--- src/rtl/keypad_pkg.sv ---
// Shared constants, transmitter state type and key-code encoder for the keypad sender.
package keypad_pkg;

  localparam logic [7:0] ASCII_0  = 8'h30;
  localparam logic [7:0] ASCII_A  = 8'h41;
  localparam logic [7:0] ASCII_U  = 8'h75;
  localparam logic [7:0] ASCII_CR = 8'h0D;
  localparam logic [7:0] ASCII_LF = 8'h0A;

  typedef enum logic [1:0] {IDLE, START, DATA, STOP} tx_state_t;

  // Returns {valid, character}; codes with no glyph come back as all zeros.
  function automatic logic [8:0] encode_key(input logic [3:0] code, input logic hex_mode);
    if (code < 4'd10)
      return {1'b1, ASCII_0 + {4'd0, code}};
    else if (hex_mode)
      return {1'b1, ASCII_A + {4'd0, code} - 8'd10};
    else if (code == 4'hF)
      return {1'b1, ASCII_U};
    else
      return 9'd0;
  endfunction

endpackage

--- src/rtl/uart_tx_8n1.sv ---
// 8N1 serial transmitter: one start bit, eight data bits LSB-first, one stop bit.
module uart_tx_8n1
  import keypad_pkg::*;
#(
  parameter int CLKS_PER_BIT = 868
) (
  input  logic       sysclk,
  input  logic       rst,
  input  logic [7:0] data,
  input  logic       load,
  output logic       tx,
  output logic       ready
);

  localparam int CW = $clog2(CLKS_PER_BIT);
  localparam logic [CW-1:0] CNT_MAX = CW'(CLKS_PER_BIT - 1);

  tx_state_t     state;
  logic [CW-1:0] clk_cnt;
  logic [2:0]    bit_idx;
  logic [7:0]    shreg;
  logic          bit_end;

  assign bit_end = (clk_cnt == CNT_MAX);
  assign ready   = (state == IDLE);

  // tx is registered so the line level changes on the same edge as the state.
  always_ff @(posedge sysclk or posedge rst) begin
    if (rst) begin
      state   <= IDLE;
      clk_cnt <= '0;
      bit_idx <= '0;
      shreg   <= '0;
      tx      <= 1'b1;
    end else begin
      clk_cnt <= (state == IDLE || bit_end) ? '0 : clk_cnt + 1'b1;
      case (state)
        IDLE: begin
          if (load) begin
            shreg <= data;
            state <= START;
            tx    <= 1'b0;
          end
        end
        START: begin
          if (bit_end) begin
            state   <= DATA;
            bit_idx <= '0;
            tx      <= shreg[0];
          end
        end
        DATA: begin
          if (bit_end) begin
            if (bit_idx == 3'd7) begin
              state <= STOP;
              tx    <= 1'b1;
            end else begin
              bit_idx <= bit_idx + 3'd1;
              tx      <= shreg[bit_idx + 3'd1];
            end
          end
        end
        STOP: begin
          if (bit_end) state <= IDLE;
        end
        default: state <= IDLE;
      endcase
    end
  end

endmodule

--- src/rtl/keypad_serial_tx.sv ---
// Keypad sender: press edge detect, ASCII encode, character FIFO and serial drain.
module keypad_serial_tx
  import keypad_pkg::*;
#(
  parameter int CLKS_PER_BIT   = 868,
  parameter int FIFO_DEPTH     = 8,
  parameter int HEX_MODE       = 0,
  parameter int APPEND_NEWLINE = 0
) (
  input  logic                          sysclk,
  input  logic                          rst,
  input  logic [3:0]                    sw,
  input  logic                          btn_deb,
  output logic                          tx,
  output logic                          busy,
  output logic [$clog2(FIFO_DEPTH):0]   fifo_count,
  output logic                          overflow
);

  localparam int PW = $clog2(FIFO_DEPTH);
  localparam logic [PW:0] NEED  = (APPEND_NEWLINE != 0) ? (PW+1)'(3) : (PW+1)'(1);
  localparam logic [PW:0] DEPTH = (PW+1)'(FIFO_DEPTH);

  logic          btn_q;
  logic [7:0]    mem [FIFO_DEPTH];
  logic [PW-1:0] wr_ptr;
  logic [PW-1:0] rd_ptr;
  logic [1:0]    nl_pend;
  logic          press;
  logic          key_valid;
  logic [7:0]    key_char;
  logic [PW:0]   free;
  logic          push;
  logic          pop;
  logic [7:0]    push_char;
  logic          ready;

  assign press                 = btn_deb & ~btn_q;
  assign {key_valid, key_char} = encode_key(sw, HEX_MODE != 0);
  assign free                  = DEPTH - fifo_count;
  assign pop                   = ready && (fifo_count != '0);
  assign busy                  = !ready || (fifo_count != '0);

  // While CR/LF are still owed, the slots reserved at the press are filled and new presses are ignored.
  always_comb begin
    push      = 1'b0;
    push_char = key_char;
    if (nl_pend == 2'd2) begin
      push      = 1'b1;
      push_char = ASCII_CR;
    end else if (nl_pend == 2'd1) begin
      push      = 1'b1;
      push_char = ASCII_LF;
    end else if (press && key_valid && free >= NEED) begin
      push = 1'b1;
    end
  end

  always_ff @(posedge sysclk) begin
    if (push) mem[wr_ptr] <= push_char;
  end

  always_ff @(posedge sysclk or posedge rst) begin
    if (rst) begin
      btn_q      <= 1'b0;
      wr_ptr     <= '0;
      rd_ptr     <= '0;
      fifo_count <= '0;
      overflow   <= 1'b0;
      nl_pend    <= '0;
    end else begin
      btn_q    <= btn_deb;
      overflow <= press && key_valid && (nl_pend == 2'd0) && (free < NEED);
      if (push) wr_ptr <= wr_ptr + 1'b1;
      if (pop)  rd_ptr <= rd_ptr + 1'b1;
      case ({push, pop})
        2'b10:   fifo_count <= fifo_count + 1'b1;
        2'b01:   fifo_count <= fifo_count - 1'b1;
        default: fifo_count <= fifo_count;
      endcase
      if (nl_pend != 2'd0)
        nl_pend <= nl_pend - 2'd1;
      else if (push && APPEND_NEWLINE != 0)
        nl_pend <= 2'd2;
    end
  end

  uart_tx_8n1 #(.CLKS_PER_BIT(CLKS_PER_BIT)) u_uart (
    .sysclk (sysclk),
    .rst    (rst),
    .data   (mem[rd_ptr]),
    .load   (pop),
    .tx     (tx),
    .ready  (ready)
  );

endmodule
--- config.mk ---
export PLATFORM = sky130hd
export DESIGN_NAME = keypad_serial_tx
export DESIGN_NICKNAME = d
export VERILOG_FILES = /design/src/rtl/keypad_pkg.sv /design/src/rtl/uart_tx_8n1.sv /design/src/rtl/keypad_serial_tx.sv
export SDC_FILE = /design/constraint.sdc
export NUM_CORES = 1
export LEC_CHECK = 0
export ABC_AREA = 1
export BUFFER_PORTS_ARGS = -buffer_cell sky130_fd_sc_hd__buf_2
export CAP_MARGIN = 25
export CORE_ASPECT_RATIO = 0.9
export CORE_MARGIN = 4
export CORE_UTILIZATION = 25
export DETAILED_ROUTE_END_ITERATION = 8
export HOLD_SLACK_MARGIN = 0.02
export PLACE_DENSITY = 0.41
export SETUP_SLACK_MARGIN = 0.2
export SLEW_MARGIN = 20
export SYNTH_ARGS = -nofsm -noshare
export SYNTH_HDL_FRONTEND = slang
export SYNTH_SLANG_ARGS = --single-unit
--- constraint.sdc ---
create_clock -name sysclk -period 3.15 [get_ports sysclk]
set_clock_uncertainty 0.2 [all_clocks]
set_input_delay 0.7875 -clock sysclk [delete_from_list [all_inputs] [get_ports sysclk]]
set_output_delay 0.7875 -clock sysclk [all_outputs]
set_load 0.005 [all_outputs]
==> results.yml <==
run_status:
  status: "complete, no violations"
power_and_ir_drop:
  finalPower_uw: 2590
  switching_power_uw: 697
  intPower_uw: 1890
  swShare_pct: 26.9
  power_density_mw_per_mm2: 564
  comb_power_share_pct: 9.9
  peakVddDrop_mv: 0.241
  p_clk_share_pct: 39.9
  power_leakage_uw: 0.00186
  p_seq_share_pct: 50.2
die:
  initial_core_util_pct: 25.6
  ios: 14
  die_y_um: 128
  fp.dieW_um: 141
  die_area_mm2: 0.0180
  core_mm2: 0.0155
  std_cell_rows: 43
final_layout:
  mostFrequentLayoutCells: "nor2_1 (62), nand2_1 (62), edfxtp_1 (48), inv_1 (39), o21ai_0 (37)"
  syn_to_final_growth_pct: 15.6
  multi_input_area_mm2: 0.00141
  drive_above_1_share_pct: 13.5
  seq_area_mm2: 0.00234
  layout.nets: 441
  num-fill-cells: 1610
  final_util_pct: 29.6
  antenna_cells: 0
route:
  wl_per_cell_um: 13.4
  dr.pass1.iters: 4
  ant_nets: 0
  routed_wl_um: 8370
  drt_iter0_drc: 99
  drcViolationCount: 0
  vias_per_cell: 4.21
  num_vias: 2634
clocking:
  cts.sinks: 84
  clkTransAtPathRegs_ns: 0.07
  cts_setup_buffers: 0
  cts_resized: 0
  clkLatencyLatePin_ns: 0.34
  cts_hold_buf: 0
  cts_tree: "yes"
  cts_buffers: 9
  htree_levels: 3
  cts.path.max_buffers: 2
  cts-root-buf: "clkbuf_16"
setup_path:
  cp.arrival_ns: 1.58
  cp-end-kind: "output port"
  cp_data_required_time_ns: 2.16
  worst_setup_path_start_kind: "flip-flop"
  setup.worst_path.class: "flip-flop to output port"
  critPathMaxFanout: 5
  ff2ff_path_depth: 11
  ff2ff_setup_slack_ns: 0.72
  reg2reg_from: "nl_pend[0]"
  reg2reg_to: "fifo_count[2]"
placed_design:
  io_buffer_count: 13
  place_ws_ns: 0.324
  dp_hpwl_um: 5910
  gp_congestion: 0.788
timing:
  setup_ws_ns: 0.582
  min_period_ns: 2.57
  fin_setup_tns_ns: 0
  whs_ns: 0.269
  rsz0062_at_grt: "no"
  period_share_pct: 81.5
  fmax_mhz: 389
  slew-limit-headroom_pct: 34.2
  worst_pin_slew_ns: 0.976
  setup_violations: 0
  timing.final.hold_violations: 0
  report.final.slew_viol_count: 0
global_routing:
  use_met2_pct: 15.2
  grt_pass1_wl_um: 13400
  grt_antenna_before_repair: 0
  grt_max_degree: 37
  grt_util_all_layers_pct: 9.74
  grt_use_met3_pct: 2.81
  grt.overflow.total: 0
  top_usage_layer: "met2"
  grt_pass1_vias: 2531
  met1_usage_pct: 13.0
worst_hold_path:
  hp-class: "flip-flop to flip-flop"
  hold_end: "u_uart.tx"
  holdCritStartpoint: "u_uart.tx"
  holdPathStages: 2
synthesis:
  netlist_area_mm2: 0.00397
  synthCells: 394
  synth_edf_count: 48
  async_flop_share_pct: 42.9
  yosysWarnings: 0
  syn_nets: 417
  yosys_register_bits: 84
  ys_seq_area_share_pct: 59.0
  synth.avg_cell_area_um2: 10.1
  synth_ff_type: "edfxtp_1"
  synthDistinctLibCells: 30
job:
  cap_violations: 0
flip-flops by register name, summed over array words and instances, names as in the netlist:
name	flops
u_uart.bit_idx	3
nl_pend	2
wr_ptr	3
fifo_count	4
overflow	1
u_uart.clk_cnt	10
rd_ptr	3
btn_q	1
u_uart.tx	1
u_uart.shreg	6
mem	48
u_uart.state	2
logic make-up (layout without fill, tap and decap cells):
| kind of cell | count (synthesis) | in the layout | share of synthesized area, % |
|---|---|---|---|
| AOI/OAI and AO/OA | 64 | 64 | 8.92 |
| xor gates and xnor gates | 10 | 10 | 2.21 |
| adders and majority gates | 16 | 16 | 5.04 |
| buffers and inverters | 50 | 79 | 5.39 |
| DFF | 84 | 84 | 59.0 |
| and+or+nand+nor | 170 | 170 | 19.4 |
routing by layer:
| layer | wire length [um] | share of wire (%) | vias to the layer above |
|---|---|---|---|
| li1 | - | - | 1370 |
| met1 | 4150 | 50 | 1228 |
| met2 | 3900 | 47 | 28 |
| met3 | 229 | 2.7 | 8 |
| met4 | 94 | 1.1 | 0 |
| met5 | 0 | 0 | - |
synth_stat cells, types with 2 or more instances:
cell type	n	area share [%]
a21oi_1	9	1.1
buf_2	2	0.25
buf_4	6	1.1
dfrtp_1	35	22
edfxtp_1	48	36
ha_1	16	5.0
inv_1	39	3.7
inv_2	2	0.19
nand2_1	62	5.9
nand2_2	5	0.79
nand2_4	3	0.85
nand3_1	15	1.9
nand3_2	3	0.76
nand4_1	4	0.63
nor2_1	62	5.9
nor3_1	7	0.88
nor3b_1	4	0.76
o211ai_1	12	2.3
o21ai_0	37	4.7
o21ai_1	5	0.63
xnor2_1	2	0.44
xor2_1	8	1.8
metrics by stage:
stage / std cells / area, um^2
4_1_cts: 625 / 4590
3_5_place_dp: 609 / 4290
2_1_floorplan: 394 / 3970
5_1_grt: 625 / 4590
3_3_place_gp: 608 / 4290
6_report: 625 / 4590
critical path, cell delays in order, from the launching register on:
cell and delay [ns]:
dfrtp_1 0.44, inv_1 0.11, ha_1 0.18, inv_1 0.09, nor2_1 0.19, inv_1 0.10, buf_2 0.14
worst max path at each step:
stage / to / slack [ns] / from / cells past startpoint
6_report: busy / 0.58 / u_uart.state[0] / 6
5_1_grt: busy / 0.43 / u_uart.state[0] / 6
4_1_cts: busy / 0.56 / u_uart.state[0] / 6
3_5_place_dp: fifo_count[2] / 0.32 / sw[3] / 14
3_3_place_gp: fifo_count[2] / 0.37 / sw[3] / 14
2_1_floorplan: fifo_count[2] / 0.58 / sw[1] / 13
final cells by class:
type / instances / area share, %
Tap cell: 202 / 5.51
Clock buffer: 9 / 4.91
Inverter: 41 / 3.35
Sequential cell: 84 / 51.0
Timing Repair Buffer: 22 / 2.83
Clock inverter: 7 / 1.55
Multi-Input combinational cell: 260 / 30.8
power by group through the flow:
stage | Sequential [uW] | Clock [uW] | Combinational, uW
6_report | 1300 | 1030 | 257
5_1_grt | 1310 | 1110 | 298
4_1_cts | 1300 | 1070 | 263
3_5_place_dp | 1320 | 0 | 263
3_3_place_gp | 1320 | 0 | 264
2_1_floorplan | 1310 | 0 | 177
Power figures use the tool's default switching activity.
